--- src/rtl/led_ctrl_pkg.sv ---
// led_ctrl_pkg: shared types and helpers for the LED pattern controller.
//   led_mode_t        - per-channel drive mode (OFF, ON, BLINK, PWM)
//   blink_half_period - clamps a blink half-period so that 0 behaves as 1
package led_ctrl_pkg;

  typedef enum logic [1:0] {
    LED_OFF   = 2'd0,
    LED_ON    = 2'd1,
    LED_BLINK = 2'd2,
    LED_PWM   = 2'd3
  } led_mode_t;

  // Effective blink half-period in ticks: max(period, 1).
  function automatic logic [31:0] blink_half_period(input logic [31:0] period);
    return (period == 32'd0) ? 32'd1 : period;
  endfunction

endpackage

--- src/rtl/led_channel.sv ---
// led_channel: one LED channel with its own mode/duty/period registers and
// blink state.
// Ports:
//   clk, rst  - clock, asynchronous active-high reset
//   tick      - prescaler timebase pulse (combinational, same cycle as wrap)
//   load      - apply strobe: load mode/duty/period, restart blink state
//   mode      - new mode to load
//   duty      - new PWM duty to load
//   period    - new blink half-period (ticks) to load
//   pwm_cnt   - shared free-running PWM counter
//   led       - registered LED drive, 1 = lit
module led_channel
  import led_ctrl_pkg::*;
#(
  parameter int PWM_BITS    = 8,
  parameter int PERIOD_BITS = 10
) (
  input  logic                   clk,
  input  logic                   rst,
  input  logic                   tick,
  input  logic                   load,
  input  led_mode_t              mode,
  input  logic [PWM_BITS-1:0]    duty,
  input  logic [PERIOD_BITS-1:0] period,
  input  logic [PWM_BITS-1:0]    pwm_cnt,
  output logic                   led
);

  led_mode_t              mode_q, mode_n;
  logic [PWM_BITS-1:0]    duty_q, duty_n;
  logic [PERIOD_BITS-1:0] period_q, period_n;
  logic [PERIOD_BITS-1:0] cnt_q, cnt_n;
  logic                   phase_q, phase_n;
  logic [PERIOD_BITS-1:0] last_cnt;
  logic                   led_n;

  // Counter value at which the blink phase toggles.
  assign last_cnt = PERIOD_BITS'(blink_half_period(32'(period_q)) - 32'd1);

  always_comb begin
    mode_n   = mode_q;
    duty_n   = duty_q;
    period_n = period_q;
    cnt_n    = cnt_q;
    phase_n  = phase_q;
    if (load) begin
      // A load wins over a coincident tick: the counter restarts and does
      // not advance in the load cycle.
      mode_n   = mode;
      duty_n   = duty;
      period_n = period;
      cnt_n    = '0;
      phase_n  = 1'b1;
    end else if (mode_q == LED_BLINK) begin
      if (tick) begin
        if (cnt_q == last_cnt) begin
          cnt_n   = '0;
          phase_n = ~phase_q;
        end else begin
          cnt_n = cnt_q + 1'b1;
        end
      end
    end else begin
      cnt_n = '0;
    end
  end

  // The LED register is fed from the next-state values so a newly loaded
  // mode or a blink toggle shows on led exactly one cycle later.
  always_comb begin
    led_n = 1'b0;
    case (mode_n)
      LED_ON:    led_n = 1'b1;
      LED_BLINK: led_n = phase_n;
      LED_PWM:   led_n = (pwm_cnt < duty_n);
      default:   led_n = 1'b0;
    endcase
  end

  always_ff @(posedge clk or posedge rst) begin
    if (rst) begin
      mode_q   <= LED_OFF;
      duty_q   <= '0;
      period_q <= '0;
      cnt_q    <= '0;
      phase_q  <= 1'b0;
      led      <= 1'b0;
    end else begin
      mode_q   <= mode_n;
      duty_q   <= duty_n;
      period_q <= period_n;
      cnt_q    <= cnt_n;
      phase_q  <= phase_n;
      led      <= led_n;
    end
  end

endmodule

--- src/rtl/led_pattern_ctrl.sv ---
// led_pattern_ctrl: multi-channel LED driver (OFF / ON / BLINK / PWM).
// Ports:
//   io_mainClk     - single rising-edge clock
//   io_asyncReset  - asynchronous active-high reset
//   cfg_valid      - configuration write request
//   cfg_ready      - block can accept a write
//   cfg_channel    - target channel (values >= CHANNELS are accepted no-ops)
//   cfg_mode       - 0 OFF, 1 ON, 2 BLINK, 3 PWM
//   cfg_duty       - PWM duty (PWM mode only)
//   cfg_period     - blink half-period in ticks (BLINK mode only)
//   led_out        - registered LED drives, 1 = lit
//   tick_out       - registered one-cycle pulse per prescaler wrap
//
// Handshake: a write is accepted in any cycle where cfg_valid and cfg_ready
// are both high. The fields go into a single pending register and cfg_ready
// is low from the next cycle until the pending write has been applied; the
// write applies on the first prescaler tick strictly after the accept cycle,
// so channel state only ever changes on a tick boundary.
module led_pattern_ctrl
  import led_ctrl_pkg::*;
#(
  parameter int CHANNELS    = 4,
  parameter int PRESCALE    = 50000,
  parameter int PWM_BITS    = 8,
  parameter int PERIOD_BITS = 10
) (
  input  logic                                               io_mainClk,
  input  logic                                               io_asyncReset,
  input  logic                                               cfg_valid,
  output logic                                               cfg_ready,
  input  logic [((CHANNELS > 1) ? $clog2(CHANNELS) : 1)-1:0] cfg_channel,
  input  logic [1:0]                                         cfg_mode,
  input  logic [PWM_BITS-1:0]                                cfg_duty,
  input  logic [PERIOD_BITS-1:0]                             cfg_period,
  output logic [CHANNELS-1:0]                                led_out,
  output logic                                               tick_out
);

  localparam int CH_W = (CHANNELS > 1) ? $clog2(CHANNELS) : 1;
  localparam int PS_W = $clog2(PRESCALE);

  logic [PS_W-1:0]        ps_cnt;
  logic                   tick;
  logic [PWM_BITS-1:0]    pwm_cnt;

  logic                   pend_valid;
  logic [CH_W-1:0]        pend_ch;
  led_mode_t              pend_mode;
  logic [PWM_BITS-1:0]    pend_duty;
  logic [PERIOD_BITS-1:0] pend_period;

  logic                   accept;
  logic                   apply;

  assign tick      = (ps_cnt == PS_W'(PRESCALE - 1));
  assign cfg_ready = ~pend_valid;
  assign accept    = cfg_valid & cfg_ready;
  // pend_valid only rises after the accept cycle, so a tick in the accept
  // cycle itself never applies the write.
  assign apply     = pend_valid & tick;

  always_ff @(posedge io_mainClk or posedge io_asyncReset) begin
    if (io_asyncReset) begin
      ps_cnt   <= '0;
      tick_out <= 1'b0;
      pwm_cnt  <= '0;
    end else begin
      ps_cnt   <= tick ? '0 : ps_cnt + 1'b1;
      tick_out <= tick;
      pwm_cnt  <= pwm_cnt + 1'b1;
    end
  end

  always_ff @(posedge io_mainClk or posedge io_asyncReset) begin
    if (io_asyncReset) begin
      pend_valid  <= 1'b0;
      pend_ch     <= '0;
      pend_mode   <= LED_OFF;
      pend_duty   <= '0;
      pend_period <= '0;
    end else if (accept) begin
      pend_valid  <= 1'b1;
      pend_ch     <= cfg_channel;
      pend_mode   <= led_mode_t'(cfg_mode);
      pend_duty   <= cfg_duty;
      pend_period <= cfg_period;
    end else if (apply) begin
      pend_valid  <= 1'b0;
    end
  end

  // An out-of-range pend_ch matches no channel, so the write completes the
  // handshake normally but changes nothing.
  for (genvar i = 0; i < CHANNELS; i++) begin : g_ch
    led_channel #(
      .PWM_BITS   (PWM_BITS),
      .PERIOD_BITS(PERIOD_BITS)
    ) u_ch (
      .clk    (io_mainClk),
      .rst    (io_asyncReset),
      .tick   (tick),
      .load   (apply && (pend_ch == CH_W'(i))),
      .mode   (pend_mode),
      .duty   (pend_duty),
      .period (pend_period),
      .pwm_cnt(pwm_cnt),
      .led    (led_out[i])
    );
  end

endmodule
--- config.mk ---
export PLATFORM = sky130hd
export DESIGN_NAME = led_pattern_ctrl
export DESIGN_NICKNAME = d
export VERILOG_FILES = /design/src/rtl/led_ctrl_pkg.sv /design/src/rtl/led_channel.sv /design/src/rtl/led_pattern_ctrl.sv
export SDC_FILE = /design/constraint.sdc
export NUM_CORES = 1
export LEC_CHECK = 0
export ABC_AREA = 1
export ABC_CLOCK_PERIOD_IN_PS = 7650
export BUFFER_PORTS_ARGS = -buffer_cell sky130_fd_sc_hd__buf_2
export CAP_MARGIN = 40
export CORE_MARGIN = 2
export CORE_UTILIZATION = 65
export DETAILED_ROUTE_END_ITERATION = 8
export PLACE_DENSITY = 0.83
export SLEW_MARGIN = 25
export SYNTH_ARGS = -nofsm -noshare
export SYNTH_HDL_FRONTEND = slang
export SYNTH_HIERARCHICAL = 1
export SYNTH_SLANG_ARGS = --single-unit
--- constraint.sdc ---
create_clock -name io_mainClk -period 7.65 [get_ports io_mainClk]
set_clock_uncertainty 0.15 [all_clocks]
set_input_delay 0.3825 -clock io_mainClk [delete_from_list [all_inputs] [get_ports io_mainClk]]
set_output_delay 0.3825 -clock io_mainClk [all_outputs]
set_load 0.05 [all_outputs]
==> qor.yml <==
critical_path.max_fanout: 31
critPathKind: "flip-flop to flip-flop"
wl_um: 24500
clock_latency_ps: 440
area_growth_pct: 9.93
initial_core_util: 0.659
grt_max_degree: 33
critPathMaxStageDelay_ps: 380
max_freq_ghz: 0.283
max_cap_violations: 0
critPathLaunchType: "flip-flop"
filler_cell_count: 1213
num_antenna_cells: 0
final_max_slew_viol_count: 0
path_delay_family: "simple AND/OR/NAND/NOR gates"
leakagePower_nw: 5.97
grt_pass1_vias: 8630
die_w_um: 130
rsz0062_at_grt: "false"
regArea_um2: 4400
ys_types: 42
hold_path.class: "input pin to flip-flop"
crit_path_cell_trace: "ha_1 -> nand3_1 -> nor2_4 -> nand4_1 -> nor2_1 -> buf_4 -> inv_1 -> or2_2 -> o21ai_0 -> ha_1 -> o21a_1 -> o211ai_1 -> nand2_1 -> nand4_1 -> nand4_1 -> nand3_2"
postPlaceCellArea_um2: 10800
rows: 46
clk_path_buf_depth: 2
dr.first_iter.drc_count: 789
globalplace.congestion: 0.874
yosys_register_bits: 176
fin_crit_sh: 0.462
final_nets: 1404
crit_buf_inv: 2
dp_hpwl_um: 17300
required_ps: 7880
critPathSlowestCell: "dfrtp_1"
cp_data_arrival_time_ps: 3770
cts_tree: "yes"
num_io_pins: 31
fin_setup_tns_ps: 0
dieHeight_um: 130
root_buffer: "clkbuf_16"
portBuffers: 30
drive_gt1_frac: 0.168
clk_pin_slew_worst_paths_ps: 80
syn_nets: 1362
multiInputGateArea_um2: 5140
vias: 8770
antenna_found_initial: 0
hold_viol_final: 0
drc: 0
ir_worst_vdd_uv: 182
h-tree-depth: 4
worst_pin_slew_ps: 690
setup_viol: 0
ant_nets: 0
clock_sinks: 176
min_period_ps: 3540
p_per_area_nw_per_um2: 167
crit_path_end_kind: "flip-flop"
outcome: "completed"
crit_top_cell: "nand4_1"
drt_pass1_iterations: 6
globalRoute.totalOverflow: 0
detail_route.vias_per_cell: 5.59
relSlewSlack: 0.537
final_area_um2: 11400
syn_area_um2: 10400
die_area_um2: 17000
grt_pass1_wl_um: 41300
syn_avg_cell_area_um2: 8.00
fp.coreArea_um2: 15800
yosys_warnings: 6
synth-seq-area-share: 0.424
wl_per_cell_um: 15.6
cts_buffers: 17
synth_cells: 1299
track_usage: 0.314
worst paths after layout:
kind	start	to	slack, ps	cells after the start
max in group asynchronous	io_asyncReset	g_ch[3].u_ch/period_q[0]	6290	4
worst max-delay path	ps_cnt[0]	g_ch[0].u_ch/led	4110	16
worst min-delay path	cfg_duty[3]	pend_duty[3]	10	2
min in group asynchronous	io_asyncReset	pend_period[1]	400	3
worst max register to register	ps_cnt[0]	g_ch[0].u_ch/led	4110	16
worst min register to register	ps_cnt[0]	ps_cnt[0]	330	1
layout make-up:
type | count | area share
Multi-Input combinational cell | 904 | 0.450
Clock inverter | 14 | 0.0145
Sequential cell | 176 | 0.385
Clock buffer | 18 | 0.0384
Timing Repair Buffer | 41 | 0.0218
Inverter | 201 | 0.0667
Tap cell | 216 | 0.0237
metrics by stage:
step	worst slack (ps)	utilization	power, mW	hold WS, ps	std cells
2_1_floorplan	4560	-	0.998	301	1299
3_3_place_gp	3850	0.683	1.03	310	1534
3_5_place_dp	4240	0.686	1.04	323	1537
4_1_cts	4130	0.725	1.92	7.79	1570
5_1_grt	3820	0.725	1.97	8.89	1570
6_report	4110	0.725	1.91	14.6	1570
metal layers:
metal | global-route usage | routed length (um) | vias to the layer above
li1 | - | - | 4241
met1 | 0.418 | 10700 | 4180
met2 | 0.520 | 11700 | 276
met3 | 0.0509 | 1280 | 73
met4 | 0.124 | 837 | 0
met5 | 0 | 0 | -
power by group:
part           leakage, nW  switching (mW)  total (mW)  internal, mW
Combinational         3.30          0.0267      0.0433        0.0167
Sequential            2.39          0.0321       0.975         0.943
Clock                0.287           0.417       0.892         0.475
Total                 5.97           0.476        1.91          1.43
flip-flops by register name, summed over array words and instances (netlist names), 8 cells and up:
signal and flops:
ps_cnt 16, g_ch.u_ch/mode_q 8, g_ch.u_ch/duty_q 32, pend_period 10, pend_duty 8, g_ch.u_ch/cnt_q 40
g_ch.u_ch/period_q 40, pwm_cnt 8
cells in the final DEF, fill, tap and decap left out, types with 22 or more instances in the layout:
cell type / instances
o21ai_0: 85
xor2_1: 40
nand2_1: 312
buf_2: 31
o22ai_1: 22
nor2_1: 98
nand4_1: 24
ha_1: 38
dfrtp_1: 176
or2_2: 37
nand3_1: 75
inv_1: 181
cell usage after synthesis, drive strengths merged:
master / number / area [um2]
xor2: 40 / 350
a21oi: 20 / 111
o21ai: 104 / 562
nor2: 124 / 578
mux2: 20 / 229
ha: 38 / 475
o22ai: 22 / 138
o31ai: 2 / 15.0
dfrtp: 176 / 4400
nand2: 332 / 1330
nand3: 92 / 546
clkdlybuf4s50: 1 / 11.3
or2: 37 / 231
o211ai: 4 / 57.6
a22o: 1 / 8.76
clkbuf: 12 / 45.0
nor3: 11 / 77.6
o21a: 6 / 45.0
nand3b: 3 / 22.5
nand4: 26 / 175
buf: 5 / 37.5
inv: 198 / 746
nor4: 2 / 12.5
clkinv: 3 / 16.3
o21bai: 6 / 45.0
xnor2: 14 / 123
repair_timing:
item / 4_1_cts / 5_1_grt
setup buffers: 0 / 0
gates resized for setup: 0 / 0
hold buffers: 1 / 0
endpoints found under the hold margin: 122 / 0
logic make-up (layout without fill, tap and decap cells):
| kind of cell | count (synthesis) | after routing | share of synthesized area |
|---|---|---|---|
| DFF | 176 | 176 | 0.424 |
| xor gates and xnor gates | 54 | 54 | 0.0455 |
| adders and majority gates | 38 | 38 | 0.0457 |
| AOI/OAI and AO/OA | 165 | 165 | 0.0945 |
| muxes | 20 | 20 | 0.0220 |
| buffers and inverters | 219 | 274 | 0.0823 |
| and+or+nand+nor | 627 | 627 | 0.286 |
(Power assumes the default switching activity.)
